[config.mk]
export PLATFORM = sky130hd
export DESIGN_NAME = avs_pio_gen2
export DESIGN_NICKNAME = d
export VERILOG_FILES = /design/src/rtl/avs_pio_pkg.sv /design/src/rtl/pio_debounce.sv /design/src/rtl/avs_pio_gen2.sv
export SDC_FILE = /design/constraint.sdc
export NUM_CORES = 1
export LEC_CHECK = 0
export CAP_MARGIN = 30
export CORE_AREA = 2 2 151 153
export DETAILED_ROUTE_END_ITERATION = 12
export DIE_AREA = 0 0 153 155
export PLACE_DENSITY = 0.57
export SLEW_MARGIN = 10
export SYNTH_ARGS = -nofsm -noshare
export SYNTH_HDL_FRONTEND = slang
export SYNTH_SLANG_ARGS = --single-unit
[constraint.sdc]
create_clock -name clk -period 1.55 [get_ports clk]
set_input_delay 0.31 -clock clk [delete_from_list [all_inputs] [get_ports clk]]
set_output_delay 0.31 -clock clk [all_outputs]
set_load 0.02 [all_outputs]
[src/rtl/avs_pio_pkg.sv]
// Shared constants for the Avalon-MM PIO block: register word offsets and
// edge-capture mode encodings.
package avs_pio_pkg;

    localparam logic [2:0] REG_DATA    = 3'd0;
    localparam logic [2:0] REG_DIR     = 3'd1;
    localparam logic [2:0] REG_IRQMASK = 3'd2;
    localparam logic [2:0] REG_EDGECAP = 3'd3;
    localparam logic [2:0] REG_OUTSET  = 3'd4;
    localparam logic [2:0] REG_OUTCLR  = 3'd5;

    localparam int EDGE_NONE = 0;
    localparam int EDGE_RISE = 1;
    localparam int EDGE_FALL = 2;
    localparam int EDGE_ANY  = 3;

endpackage

[src/rtl/pio_debounce.sv]
// Single-bit debouncer. The output follows the synchronised input only after
// the input has differed from the accepted value for DEBOUNCE_CYC cycles.
// DEBOUNCE_CYC = 0 degenerates to a single register stage.
module pio_debounce #(
    parameter int DEBOUNCE_CYC = 0
) (
    input  logic clk,
    input  logic reset,
    input  logic sync_i,
    output logic db_o
);

    generate
        if (DEBOUNCE_CYC == 0) begin : g_bypass
            logic db_q;

            // Bypass: accepted value is the synchronised input, one cycle later
            always_ff @(posedge clk) begin
                if (reset) db_q <= 1'b0;
                else       db_q <= sync_i;
            end

            assign db_o = db_q;
        end else begin : g_count
            localparam int CW = (DEBOUNCE_CYC < 2) ? 1 : $clog2(DEBOUNCE_CYC + 1);
            localparam logic [CW-1:0] CNT_LAST = CW'(DEBOUNCE_CYC - 1);

            logic [CW-1:0] cnt_q, cnt_d;
            logic          db_q, db_d;

            // Count mismatching cycles; accept on reaching the limit, where the
            // counter holds (no wrap) until the input matches again
            always_comb begin
                cnt_d = cnt_q;
                db_d  = db_q;
                if (sync_i == db_q) begin
                    cnt_d = '0;
                end else if (cnt_q == CNT_LAST) begin
                    db_d = sync_i;
                end else begin
                    cnt_d = cnt_q + CW'(1);
                end
            end

            // Counter and accepted-value registers
            always_ff @(posedge clk) begin
                if (reset) begin
                    cnt_q <= '0;
                    db_q  <= 1'b0;
                end else begin
                    cnt_q <= cnt_d;
                    db_q  <= db_d;
                end
            end

            assign db_o = db_q;
        end
    endgenerate

endmodule

[src/rtl/avs_pio_gen2.sv]
// Parametrised Avalon-MM slave PIO: per-bit direction, synchronised and
// debounced inputs, sticky edge capture and a maskable registered IRQ.
//
// Bus handshake: no waitrequest. avs_write commits at the clock edge it is
// sampled on. avs_read is sampled at an edge and avs_readdata carries the
// answer from that edge onward (fixed latency 1), holding until the next read.
// A read and a write in the same cycle return the pre-write register value.
module avs_pio_gen2
    import avs_pio_pkg::*;
#(
    parameter int               WIDTH        = 16,
    parameter int               SYNC_STAGES  = 2,
    parameter int               DEBOUNCE_CYC = 0,
    parameter int               EDGE_MODE    = 3,
    parameter logic [WIDTH-1:0] DIR_RESET    = '0,
    parameter logic [WIDTH-1:0] OUT_RESET    = '0
) (
    input  logic             clk,
    input  logic             reset,
    input  logic [2:0]       avs_address,
    input  logic             avs_read,
    input  logic             avs_write,
    input  logic [31:0]      avs_writedata,
    output logic [31:0]      avs_readdata,
    input  logic [WIDTH-1:0] pio_in,
    output logic [WIDTH-1:0] pio_out,
    output logic [WIDTH-1:0] pio_oe,
    output logic             irq
);

    logic [SYNC_STAGES-1:0][WIDTH-1:0] sync_q;
    logic [WIDTH-1:0] in_db, prev_q;
    logic [WIDTH-1:0] data_out_q, data_out_d;
    logic [WIDTH-1:0] dir_q, dir_d;
    logic [WIDTH-1:0] mask_q, mask_d;
    logic [WIDTH-1:0] edgecap_q, edgecap_d;
    logic [WIDTH-1:0] edge_hit, cap_set, wd;
    logic [31:0]      readdata_q, readdata_d, rd_val;
    logic             irq_q, irq_d;
    logic             unused_wd;

    assign wd        = avs_writedata[WIDTH-1:0];
    assign unused_wd = ^avs_writedata;

    // Input synchroniser chain for the asynchronous pins
    always_ff @(posedge clk) begin
        if (reset) begin
            sync_q <= '0;
        end else begin
            sync_q[0] <= pio_in;
            for (int i = 1; i < SYNC_STAGES; i++) sync_q[i] <= sync_q[i-1];
        end
    end

    genvar g;
    generate
        for (g = 0; g < WIDTH; g++) begin : g_db
            pio_debounce #(.DEBOUNCE_CYC(DEBOUNCE_CYC)) u_db (
                .clk    (clk),
                .reset  (reset),
                .sync_i (sync_q[SYNC_STAGES-1][g]),
                .db_o   (in_db[g])
            );
        end
    endgenerate

    // Edge selection on debounced input; only input-direction bits capture
    always_comb begin
        edge_hit = '0;
        case (EDGE_MODE)
            EDGE_RISE: edge_hit = in_db & ~prev_q;
            EDGE_FALL: edge_hit = ~in_db & prev_q;
            EDGE_ANY:  edge_hit = in_db ^ prev_q;
            default:   edge_hit = '0;
        endcase
        cap_set = edge_hit & ~dir_q;
    end

    // Register-file writes; a new capture overrides a same-cycle W1C
    always_comb begin
        data_out_d = data_out_q;
        dir_d      = dir_q;
        mask_d     = mask_q;
        edgecap_d  = edgecap_q;
        if (avs_write) begin
            case (avs_address)
                REG_DATA:    data_out_d = wd;
                REG_DIR:     dir_d      = wd;
                REG_IRQMASK: mask_d     = wd;
                REG_EDGECAP: edgecap_d  = edgecap_q & ~wd;
                REG_OUTSET:  data_out_d = data_out_q | wd;
                REG_OUTCLR:  data_out_d = data_out_q & ~wd;
                default:     ;
            endcase
        end
        edgecap_d = edgecap_d | cap_set;
        irq_d     = |(edgecap_q & mask_q);
    end

    // Read mux from pre-write register state; readdata holds between reads
    always_comb begin
        rd_val = '0;
        case (avs_address)
            REG_DATA:    rd_val[WIDTH-1:0] = (dir_q & data_out_q) | (~dir_q & in_db);
            REG_DIR:     rd_val[WIDTH-1:0] = dir_q;
            REG_IRQMASK: rd_val[WIDTH-1:0] = mask_q;
            REG_EDGECAP: rd_val[WIDTH-1:0] = edgecap_q;
            default:     rd_val = '0;
        endcase
        readdata_d = avs_read ? rd_val : readdata_q;
    end

    // State registers
    always_ff @(posedge clk) begin
        if (reset) begin
            data_out_q <= OUT_RESET;
            dir_q      <= DIR_RESET;
            mask_q     <= '0;
            edgecap_q  <= '0;
            prev_q     <= '0;
            irq_q      <= 1'b0;
            readdata_q <= '0;
        end else begin
            data_out_q <= data_out_d;
            dir_q      <= dir_d;
            mask_q     <= mask_d;
            edgecap_q  <= edgecap_d;
            prev_q     <= in_db;
            irq_q      <= irq_d;
            readdata_q <= readdata_d;
        end
    end

    assign avs_readdata = readdata_q;
    assign pio_out      = data_out_q;
    assign pio_oe       = dir_q;
    assign irq          = irq_q;

endmodule

==> flow_metrics.py <==
metrics = {
    "route": {
        "dr.pass1.iters": 4,
        "detail_route.iter0.violations": 223,
        "routed_wl_um": 14700,
        "ant_nets": 0,
        "route.detailed.drc": 0,
        "wire_per_inst_um": 14.3,
        "vias_per_cell": 4.25,
        "vias": 4355,
    },
    "sta": {
        "fin_crit_sh_pct": 96.3,
        "worstMarginPinSlew_ns": 0.794,
        "fin_skew_ns": 0.00549,
        "relSlewSlack_pct": 47.1,
        "hold_violations": 0,
        "period_minus_slack_ns": 1.49,
        "holdWs_ns": 0.422,
        "slew_viol_final": 0,
        "finalSetupViolCount": 0,
        "rsz0062_at_grt": "no",
        "fmax_mhz": 670,
        "fin_setup_tns_ns": 0,
    },
    "cts": {
        "insertion_delay_ns": 0.41,
        "cts_tree": "yes",
        "root_buffer": "clkbuf_16",
        "cts_buffers": 17,
        "post_cts_buffers": 0,
        "clock-sinks": 145,
        "path_clk_slew_ns": 0.05,
        "htree_levels": 4,
        "clk_path_buf_depth": 2,
    },
    "status": {
        "outcome": "completed",
    },
    "synthesis": {
        "synth_cell_types": 27,
        "syn-cell-area_um2": 5480,
        "synthMuxAreaShare_pct": 0,
        "syn_avg_cell_area_um2": 8.73,
        "synthSimpleGateAreaFrac_pct": 21.3,
        "synth_compound_area_share_pct": 17.6,
        "synth_area_leaders": "dfxtp_1, nor2b_1, nand2_1",
        "yosysSeqAreaShare_pct": 53.0,
        "synth_top_family_by_area": "simple AND/OR/NAND/NOR gates",
        "synth_adder_area_share_pct": 0,
        "synth-xor-area-share_pct": 2.56,
        "yosys.area.top_type": "dfxtp_1",
        "yosysWarningCount": 0,
        "ys_ff_latch": 145,
        "syn-instance-count": 627,
        "synth_top_area_share_pct": 53.0,
    },
    "floorplanning": {
        "start_util_pct": 24.6,
        "die_h_um": 155,
        "rows": 55,
        "die_w_um": 153,
        "core_um2": 22200,
        "ios": 120,
        "die-area_um2": 23700,
    },
    "final_layout": {
        "syn2layout_area_growth_pct": 33.7,
        "nFillCells": 2370,
        "diodes": 0,
        "final_nets": 782,
        "final_core_util_pct": 32.9,
        "drive_above_1_share_pct": 9.46,
        "regArea_um2": 2900,
        "final_common_cell": "dfxtp_1",
        "layout_common_cells": "dfxtp_1, nand2_1, nor2b_1",
        "finalInstanceArea_um2": 7320,
        "multiInputGateArea_um2": 2340,
    },
    "grt": {
        "grt_usage_pct": 12.4,
        "grt_max_degree": 75,
        "grt_pass1_wl_um": 22900,
        "antenna_found_initial": 0,
        "gr-total-overflow": 0,
        "grt_pass1_vias": 4104,
    },
    "worst_setup_path": {
        "cp_cell_sequence": "dlygate4sd2_1",
        "path_delay_family": "flip-flops",
        "critPathBufInv": 1,
        "cp-end-kind": "output pin",
        "required_ns": 1.24,
        "slowest_stage": "dfxtp_1",
        "max_stage_delay_ns": 0.41,
        "arrival_ns": 1.18,
        "crit_type": "register to output pin",
        "crit_fanout": 5,
        "cp-start-kind": "register",
    },
    "placed_design": {
        "gp_congestion": 0.802,
        "dp_hpwl_um": 10600,
        "portBuffers": 87,
        "place_area_um2": 6810,
    },
    "worst_hold_path": {
        "holdCritPathClass": "primary input to register",
    },
    "power_and_ir_drop": {
        "peakVddDrop_v": 0.000633,
        "total_power_mw": 8.39,
        "power_leakage_nw": 2.82,
        "powerDensity_nw_per_um2": 1150,
    },
    "run": {
        "drv_cap": 0,
    },
}
==> what timing repair did <==
item,in CTS,in global routing
cloned,0,0
hold buffers,0,0
setup endpoints to repair,49,8
gates resized for setup,51,6
==> metrics by stage <==
step	setup WS [ns]	cells
after floorplan	0.0283	642
after global placement	-0.362	992
after detailed placement	-0.360	993
after CTS	0.0181	1025
after global routing	0.00381	1025
final	0.0566	1025
==> cell type report <==
class	count	share of cell area (%)
inverters	1	0.0513
flip-flops and latches	145	39.7
clock inverters	10	1.15
multi-input cells	444	31.9
well taps	285	4.87
clock buffers	22	6.62
repair buffers	118	15.7
==> state kept, by name, indices dropped and copies added, names as in the netlist <==
signal          count
edgecap_q          16
g_db.u_db.db_o     16
avs_readdata       16
pio_oe             16
pio_out            16
mask_q             16
prev_q             16
sync_q             32
irq                 1
==> path summary, 6_finish.rpt <==
kind / from / end / slack (ns) / depth (start not counted)
worst max-delay path: pio_oe[10] / pio_oe[10] / 0.06 / 1
worst min-delay path: reset / avs_readdata[0] / 0.42 / 4
worst max register to register: edgecap_q[6] / irq / 0.31 / 4
worst min register to register: sync_q[0] / sync_q[16] / 0.43 / 1
==> Yosys cell counts (all sizes together) <==
| cell | instances |
|---|---|
| dfxtp | 145 |
| xnor2 | 16 |
| buf | 27 |
| a22oi | 34 |
| o21ai | 65 |
| nor2 | 52 |
| a31oi | 1 |
| nor2b | 66 |
| or2 | 1 |
| and2 | 1 |
| clkbuf | 25 |
| and4b | 1 |
| and3 | 1 |
| or3b | 1 |
| a21oi | 64 |
| a221oi | 3 |
| inv | 1 |
| nor3b | 1 |
| nand2b | 19 |
| nand2 | 98 |
| conb | 1 |
| nor3 | 1 |
| a22o | 3 |
==> kinds of logic after synthesis <==
logic type                count (synthesis)
and+or+nand+nor                         242
AOI/OAI and AO/OA                       170
DFF                                     145
buffers and inverters                    53
xor gates and xnor gates                 16
other                                     1
==> power breakdown <==
group / internal [mW] / leakage [nW] / switching (mW)
clock network: 2.36 / 0.281 / 1.49
logic: 0.274 / 1.35 / 0.350
registers: 3.84 / 1.18 / 0.0744
==> metal layers <==
metal,vias up,track usage [%],part of all wire [%]
met4,0,4.59,1.5
li1,2259,-,-
met5,-,0,0
met3,14,3.79,6.4
met2,122,19.7,47
met1,1960,16.1,45
No activity file was read; power rests on OpenSTA's default activity.
